<file path="config.mk">
export PLATFORM = sky130hd
export DESIGN_NAME = wave_meas
export DESIGN_NICKNAME = d
export VERILOG_FILES = /design/src/rtl/wave_meas.sv
export SDC_FILE = /design/constraint.sdc
export NUM_CORES = 1
export LEC_CHECK = 0
export ABC_AREA = 1
export CAP_MARGIN = 10
export CORE_MARGIN = 3
export CORE_UTILIZATION = 25
export DETAILED_ROUTE_END_ITERATION = 10
export GPL_TIMING_DRIVEN = 0
export PLACE_DENSITY_LB_ADDON = 0.2
export SETUP_SLACK_MARGIN = 0.5
export SLEW_MARGIN = 15
export SYNTH_ARGS = -nofsm -noshare
export SYNTH_HDL_FRONTEND = slang
export SYNTH_SLANG_ARGS = --single-unit
export TNS_END_PERCENT = 30
</file>
<file path="constraint.sdc">
create_clock -name clk -period 2.37 [get_ports clk]
set_clock_uncertainty 0.05 [all_clocks]
set_input_delay 0.474 -clock clk [delete_from_list [all_inputs] [get_ports clk]]
set_output_delay 0.474 -clock clk [all_outputs]
set_load 0.01 [all_outputs]
</file>
<file path="src/rtl/wave_meas.sv">
// wave_meas: waveform analyser for a signed sample stream.
// It measures the period in samples between rising zero crossings, using
// hysteresis. It also reports the positive peak, the negative peak and the
// peak-to-peak value of each completed cycle.
//
// Handshake: a sample on `wave` is consumed only on clk edges where s_tick=1.
// meas_vld is a one-clock pulse that is valid without any ready. When it
// fires, period/vpk/vnk/vpp have just been updated, and they hold until the
// next pulse.
//
// dbg_state exposes the FSM state: 0=IDLE, 1=SEEK_LOW, 2=SEEK_RISE, 3=MEASURE.
module wave_meas #(
  parameter int DW      = 12,
  parameter int HYST    = 16,
  parameter int PER_W   = 16,
  parameter int TIMEOUT = 65535
) (
  input  logic                 clk,
  input  logic                 rst,
  input  logic                 s_tick,
  input  logic                 meas_en,
  input  logic signed [DW-1:0] wave,
  output logic [PER_W-1:0]     period,
  output logic signed [DW-1:0] vpk,
  output logic signed [DW-1:0] vnk,
  output logic [DW:0]          vpp,
  output logic                 meas_vld,
  output logic                 no_sig,
  output logic                 busy,
  output logic [1:0]           dbg_state
);

  typedef enum logic [1:0] {
    IDLE      = 2'd0,
    SEEK_LOW  = 2'd1,
    SEEK_RISE = 2'd2,
    MEASURE   = 2'd3
  } state_t;

  localparam logic signed [DW-1:0] HYST_POS  = DW'(HYST);
  localparam logic signed [DW-1:0] HYST_NEG  = DW'(-HYST);
  localparam logic [PER_W-1:0]     TIMEOUT_C = PER_W'(TIMEOUT);

  state_t                state_q, state_d;
  logic [PER_W-1:0]      cnt_q, cnt_d;
  logic                  armed_q, armed_d;
  logic signed [DW-1:0]  pk_q, pk_d;
  logic signed [DW-1:0]  nk_q, nk_d;
  logic [PER_W-1:0]      period_q, period_d;
  logic signed [DW-1:0]  vpk_q, vpk_d;
  logic signed [DW-1:0]  vnk_q, vnk_d;
  logic [DW:0]           vpp_q, vpp_d;
  logic                  meas_vld_q, meas_vld_d;
  logic                  no_sig_q, no_sig_d;
  logic                  busy_q, busy_d;

  logic x_hi;
  logic x_lo;
  logic [DW:0] pk_ext;
  logic [DW:0] nk_ext;

  assign x_hi   = (wave >= HYST_POS);
  assign x_lo   = (wave <= HYST_NEG);
  assign pk_ext = {pk_q[DW-1], pk_q};
  assign nk_ext = {nk_q[DW-1], nk_q};

  // Next-state logic. meas_en=0 overrides everything, including a crossing on the same edge.
  always_comb begin
    state_d    = state_q;
    cnt_d      = cnt_q;
    armed_d    = armed_q;
    pk_d       = pk_q;
    nk_d       = nk_q;
    period_d   = period_q;
    vpk_d      = vpk_q;
    vnk_d      = vnk_q;
    vpp_d      = vpp_q;
    meas_vld_d = 1'b0;
    no_sig_d   = no_sig_q;

    if (!meas_en) begin
      state_d  = IDLE;
      cnt_d    = '0;
      armed_d  = 1'b0;
      no_sig_d = 1'b0;
    end else if (state_q == IDLE) begin
      state_d = SEEK_LOW;
      cnt_d   = '0;
      armed_d = 1'b0;
    end else if (s_tick) begin
      if ((state_q == SEEK_RISE) && x_hi) begin
        // First crossing after arming: open the first measurement window.
        state_d = MEASURE;
        cnt_d   = PER_W'(1);
        pk_d    = wave;
        nk_d    = wave;
        armed_d = 1'b0;
      end else if ((state_q == MEASURE) && armed_q && x_hi) begin
        // Crossing: publish the window that just ended, then start a new one on this sample.
        period_d   = cnt_q;
        vpk_d      = pk_q;
        vnk_d      = nk_q;
        vpp_d      = pk_ext - nk_ext;
        meas_vld_d = 1'b1;
        no_sig_d   = 1'b0;
        cnt_d      = PER_W'(1);
        pk_d       = wave;
        nk_d       = wave;
        armed_d    = 1'b0;
      end else if (cnt_q == TIMEOUT_C) begin
        // Too long without a crossing: flag it and search again. Results hold.
        no_sig_d = 1'b1;
        state_d  = SEEK_LOW;
        cnt_d    = '0;
        armed_d  = 1'b0;
      end else begin
        cnt_d = cnt_q + PER_W'(1);
        case (state_q)
          SEEK_LOW: begin
            if (x_lo) begin
              armed_d = 1'b1;
              state_d = SEEK_RISE;
            end
          end
          MEASURE: begin
            if (wave > pk_q) pk_d = wave;
            if (wave < nk_q) nk_d = wave;
            if (x_lo) armed_d = 1'b1;
          end
          default: ;
        endcase
      end
    end

    busy_d = (state_d != IDLE);
  end

  // State and output registers; async active-low reset clears everything.
  always_ff @(posedge clk or negedge rst) begin
    if (!rst) begin
      state_q    <= IDLE;
      cnt_q      <= '0;
      armed_q    <= 1'b0;
      pk_q       <= '0;
      nk_q       <= '0;
      period_q   <= '0;
      vpk_q      <= '0;
      vnk_q      <= '0;
      vpp_q      <= '0;
      meas_vld_q <= 1'b0;
      no_sig_q   <= 1'b0;
      busy_q     <= 1'b0;
    end else begin
      state_q    <= state_d;
      cnt_q      <= cnt_d;
      armed_q    <= armed_d;
      pk_q       <= pk_d;
      nk_q       <= nk_d;
      period_q   <= period_d;
      vpk_q      <= vpk_d;
      vnk_q      <= vnk_d;
      vpp_q      <= vpp_d;
      meas_vld_q <= meas_vld_d;
      no_sig_q   <= no_sig_d;
      busy_q     <= busy_d;
    end
  end

  assign period    = period_q;
  assign vpk       = vpk_q;
  assign vnk       = vnk_q;
  assign vpp       = vpp_q;
  assign meas_vld  = meas_vld_q;
  assign no_sig    = no_sig_q;
  assign busy      = busy_q;
  assign dbg_state = state_q;

endmodule
</file>
**Word-level counts from Yosys, hierarchy flattened**

Cells that the tools add are included.

- Logic and storage cells: 89
- Register bits: 99
- Bits of input ports: 16

- Reduce and logical (&&, ||, !) cells: 14
- Multiplexer cells: 43
- Equal/unequal tests: 12
- $add $sub $neg: 2
- $lt $le $gt $ge: 4
- Bitwise gates (word level): 2

Operator list:

| cell | number |
|---|---|
| $mux W12 | 10 |
| $mux W16 | 6 |
| $mux W1 | 19 |
| $add A16 B1 Y16 const B | 1 |
| $eq A16 B16 Y1 const B | 1 |
| $mux W2 | 8 |
| $sub A12 B12 Y13 | 1 |
| $ge A12 B6 Y1 const B | 1 |
| $gt A12 B12 Y1 | 1 |
| $le A12 B5 Y1 const B | 1 |
| $lt A12 B12 Y1 | 1 |
| $reduce_and A6 Y1 | 2 |
| $reduce_bool A3 Y1 | 3 |
| $ne A2 B2 Y1 const B | 3 |
| $ne A6 B1 Y1 const B | 1 |
| $ne A6 B2 Y1 const B | 1 |
| $reduce_and A5 Y1 | 1 |
| $eq A2 B2 Y1 const B | 2 |
| $reduce_and A4 Y1 | 1 |
| $logic_and A1 B1 Y1 | 3 |
| $ne A3 B1 Y1 const B | 1 |
| $ne A3 B2 Y1 const B | 1 |
| $ne A3 B3 Y1 const B | 1 |
| $reduce_and A3 Y1 | 1 |
| 5 further kinds | 6 |

**Logic depth before layout (Yosys ltp)**

- Depth after elaboration: 10
- Gate-level depth with buffers: 16
- Mapped depth without buffers: 15

**Worst setup path after synthesis**

No wires, ideal clock.

- Path type: in2reg
- Start: in wave[11]
- End: reg pk_q[0]
- Data arrival time: 1803 ps
- Slack: 451 ps
- Stages: 12
- Buffers on the path: 1
- Cells stage by stage: ha_1 nand2_1 inv_1 nand2_1 nor2_1 nand2_1 nand4_1 nand3_1 nand2_1 clkbuf_1 nand3_1 nand2_1

- Cells in the longest elaborated chain, start to end: 4

Ends and longest elaborated chain:

| what | RTL line | text |
|---|---|---|
| start: declaration | 22 | `input logic signed [DW-1:0] wave,` |
| $ge A12 B6 Y1 | 62 | `assign x_hi = (wave >= HYST_POS);` |
| $logic_and A1 B1 Y1 (on tied branches) | 91, 98 |  |
| $ne A3 B3 Y1 (no line) (tied with other cells) | -- |  |
| $reduce_and A6 Y1 (no line) or $mux W12 (tied branches) | -- |  |
| end signal: assignment | 157 | `pk_q <= pk_d;` |
| end: declaration | 47 | `logic signed [DW-1:0] pk_q, pk_d;` |

Several ways; a longest one is shown, not always the timed one.
A chain may end at the register's enable or synchronous reset.

**Worst setup path after layout**

- Start: reg pk_q[11]
- End: reg pk_q[5]

- Cells in the longest elaborated chain, start to end: 3

Ends and longest elaborated chain:

| what | RTL line | text |
|---|---|---|
| $gt A12 B12 Y1 | 126 | `if (wave > pk_q) pk_d = wave;` |
| $reduce_bool A3 Y1 (no line) | -- |  |
| $reduce_and A6 Y1 (no line) | -- |  |

Every way passes these cells.

==> impl_metrics.csv <==
group,metric,value,unit
cts,cts_sinks,99,
logic_synthesis,ys_seq_area_share,45.54,%
cells_and_area,seqCellArea,0.002482,sq mm
cts,numCtsBuffers,9,
logic_synthesis,ys_types,37,
timing,slew_headroom,73.54,%
timing,max_freq,527.1,MHz
logic_synthesis,synth_ff_type,"dfrtp_1",
timing,whs,406.6,ps
placement,io_buffers,73,
cells_and_area,n_fill_cell,2238,
global_route,grt_pass1_vias,4804,
timing,rsz0062_at_grt,"true",
timing,finalHoldViolations,0,
detailed_routing,ant_nets,0,
cells_and_area,drive_gt1_share,25.16,%
cells_and_area,multi_input_comb_area,0.002963,sq mm
job,drv_cap,0,
detailed_routing,drtPass1Iterations,4,
global_route,grt_max_degree,78,
hold_path,min_from,"meas_en",
cts,cts-root-buf,"clkbuf_16",
logic_synthesis,netlist_area,0.005440,sq mm
power_and_ir_drop,vdd_drop_max,0.3424,mV
timing,worst_slew_pin_slew,397.0,ps
logic_synthesis,synth_edf_count,0,
detailed_routing,wl_per_cell,15.00,um
cts,clk_latency,350,ps
floorplan,die_w,153.5,um
timing,timing.setup.tns,0,ps
detailed_routing,wl,16170,um
hold_path,hold_depth,3,
timing,min_period,1897,ps
worst_setup_path,cp.required,2570,ps
timing,drv_slew,0,
power_and_ir_drop,finalPower,5067,uW
global_route,grt_overflow,0,
worst_setup_path,cp_num_buf_inv,4,
global_route,grt_use_total,13.58,%
power_and_ir_drop,p_leak,0.003625,uW
timing,setup_viol,0,
floorplan,dieArea,0.02357,sq mm
timing,fin_crit_sh,80.06,%
global_route,busiest_layer,"met2",
global_route,antenna_found_initial,0,
global_route,gr-usage-met3,2.139,%
hold_path,whs_endpoint,"dbg_state[0]$_DFF_PN0_",
logic_synthesis,async_flop_share,100.0,%
cells_and_area,finalNetCount,851,
cells_and_area,area_growth_syn_to_layout,41.17,%
timing,fin_ws,472.7,ps
logic_synthesis,synth-seq-cells,99,
detailed_routing,drt_iter0_drc,291,
power_and_ir_drop,power_density,659.8,mW/mm^2
cts,cts_tree,"built",
detailed_routing,vias,4825,
worst_setup_path,critPathMostFrequentCell,"nand2_1",
detailed_routing,vias_per_cell,4.476,
cts,path_clk_slew,70,ps
placement,placed_area,0.006545,sq mm
worst_setup_path,critPathTopFamily,"simple AND/OR/NAND/NOR gates",
floorplan,core,0.02122,sq mm
worst_setup_path,cp_max_fo,5,
worst_setup_path,critPathKind,"flip-flop to flip-flop",
placement,gp_congestion,0.8414,
floorplan,dieHeight,153.5,um
cts,cts_max_path_buffers,2,
global_route,grt_pass1_wl,25770,um
floorplan,rows,53,
hold_path,hold_path_class,"primary input to flip-flop",
worst_setup_path,cpMaxStageDelayCell,"dfrtp_1",
placement,pre_cts_ws,-533.2,ps
cells_and_area,diodes,0,
cells_and_area,fin_area,0.007680,sq mm
floorplan,io_pins,74,
global_route,met1_usage,19.48,%
worst_setup_path,worstReg2RegStart,"pk_q[11]$_DFFE_PN0P_",
worst_setup_path,cp-end-kind,"flip-flop",
detailed_routing,drcViolationCount,0,
placement,dp_hpwl,11390,um
worst_setup_path,ff2ff_setup_slack,470,ps
floorplan,start_util,25.64,%
worst_setup_path,critPathArrivalTime,2090,ps
cts,htreeDepth,3,
logic_synthesis,syn-num-nets,714,
worst_setup_path,crit_path_start_kind,"flip-flop",
global_route,use_met2,21.31,%
worst_setup_path,r2r-end,"pk_q[5]$_DFFE_PN0P_",
run_status,status,"finished clean",
logic_synthesis,yosysWarnings,0,
worst_setup_path,crit_chain,"inv_2 > ha_4 > nand2_1 > inv_1 > nand2_2 > inv_1 > nand2_1 > nand3_1 > nand2_1 > nand3_2 > nand2_4 > nand2_4 > clkbuf_16 > nand2_2 > nand2_1",
logic_synthesis,syn_inst,661,
worst_setup_path,reg2regPathDepth,15,
logic_synthesis,syn_avg_cell_area,8.230,sq um
worst_setup_path,max_stage_delay,400,ps
[power breakdown]
part	internal, uW	total, uW	leakage (uW)	switching [uW]
combinational	729	1710	0.00211	978
sequential	1760	1830	0.00137	66.9
clock	830	1530	0.000151	703
total	3320	5070	0.00362	1750
[cell usage after synthesis, types with 3 or more instances]
master	count	share of area, %
nor2_1	40	2.8
a21o_1	3	0.41
buf_2	11	1.0
o21bai_1	3	0.41
xor2_1	17	2.7
nand3_1	49	4.5
dfrtp_1	99	46
nand2_2	4	0.46
ha_1	36	8.3
o21ai_0	17	1.6
nand2_1	199	14
a31oi_1	6	0.69
o21ai_1	36	3.3
inv_1	69	4.8
clkbuf_1	3	0.21
nand4_1	13	1.5
a21oi_1	22	2.0
nor3_1	6	0.55
inv_2	4	0.28
[worst max-delay path by stage]
stage,cells after the start,from,slack [ps],to
finish,15,pk_q[11]$_DFFE_PN0P_,470,pk_q[5]$_DFFE_PN0P_
global route,15,pk_q[5]$_DFFE_PN0P_,360,pk_q[5]$_DFFE_PN0P_
CTS,9,pk_q[0]$_DFFE_PN0P_,380,vpp[12]$_DFFE_PN0P_
detailed placement,11,wave[11],-530,nk_q[2]$_DFFE_PN0P_
global placement,1,rst,-3330,vpk[2]$_DFFE_PN0P_
floorplan,9,pk_q[0]$_DFFE_PN0P_,480,vpp[12]$_DFFE_PN0P_
[tightest hold or removal path: cells and delay by family]
family                 cells  cell delay (ps)
AOI/OAI and AO/OA          1               40
buffers and inverters      2              260
[layer usage]
layer,vias up,share of wire [%]
met4,0,1.3
met5,-,0
met2,81,46
met1,2300,49
met3,13,3.6
li1,2431,-
[cell usage in the layout, fill, tap and decap left out, types with 13 or more instances in the layout]
cell	n
nand4_1	13
buf_4	50
o21ai_0	13
nand2_2	15
inv_1	47
dfrtp_1	95
ha_4	13
ha_1	20
a21oi_1	15
xor2_1	17
inv_2	25
nand3_1	44
nor2_1	31
clkdlybuf4s50_1	58
nand2_1	184
o21ai_1	39
[flip-flops by register name (all words and copies together) (netlist names)]
| register | cells |
|---|---|
| cnt_q | 16 |
| period | 16 |
| vpp | 13 |
| nk_q | 12 |
| pk_q | 12 |
| vnk | 12 |
| vpk | 12 |
| dbg_state | 2 |
| armed_q | 1 |
| busy | 1 |
| meas_vld | 1 |
| no_sig | 1 |
[area by class of cell]
class,instances,share of cell area (%)
inverters,73,3.601
clock inverters,7,0.9775
well taps,275,4.480
clock buffers,9,2.933
plain buffers,18,1.906
flip-flops and latches,99,32.32
multi-input cells,471,38.58
repair buffers,126,15.20
[through the flow]
step	utilization [%]	instances
after floorplan	-	661
after global placement	30.71	1009
after detailed placement	30.84	1010
after CTS	34.06	1057
after global routing	36.19	1078
final	36.19	1078
[kinds of logic (layout without fill, tap and decap cells)]
family	after synthesis	count (layout)	synth area share [%]
AOI/OAI and AO/OA	90	90	9.154
buffers and inverters	91	233	7.084
and+or+nand+nor	325	325	26.52
adders and majority gates	37	37	8.648
xor gates and xnor gates	19	19	3.059
DFF	99	99	45.54
[repair_timing]
| action | 4_1_cts | 5_1_grt |
|---|---|---|
| hold endpoints to repair | 22 | 0 |
| setup buffers | 26 | 20 |
| gates resized for setup | 72 | 89 |
| hold buffers | 1 | 0 |
| setup endpoints to repair | 95 | 95 |
| pin swaps | 13 | 31 |
| cloned | 4 | 1 |
(Power assumes the default switching activity.)
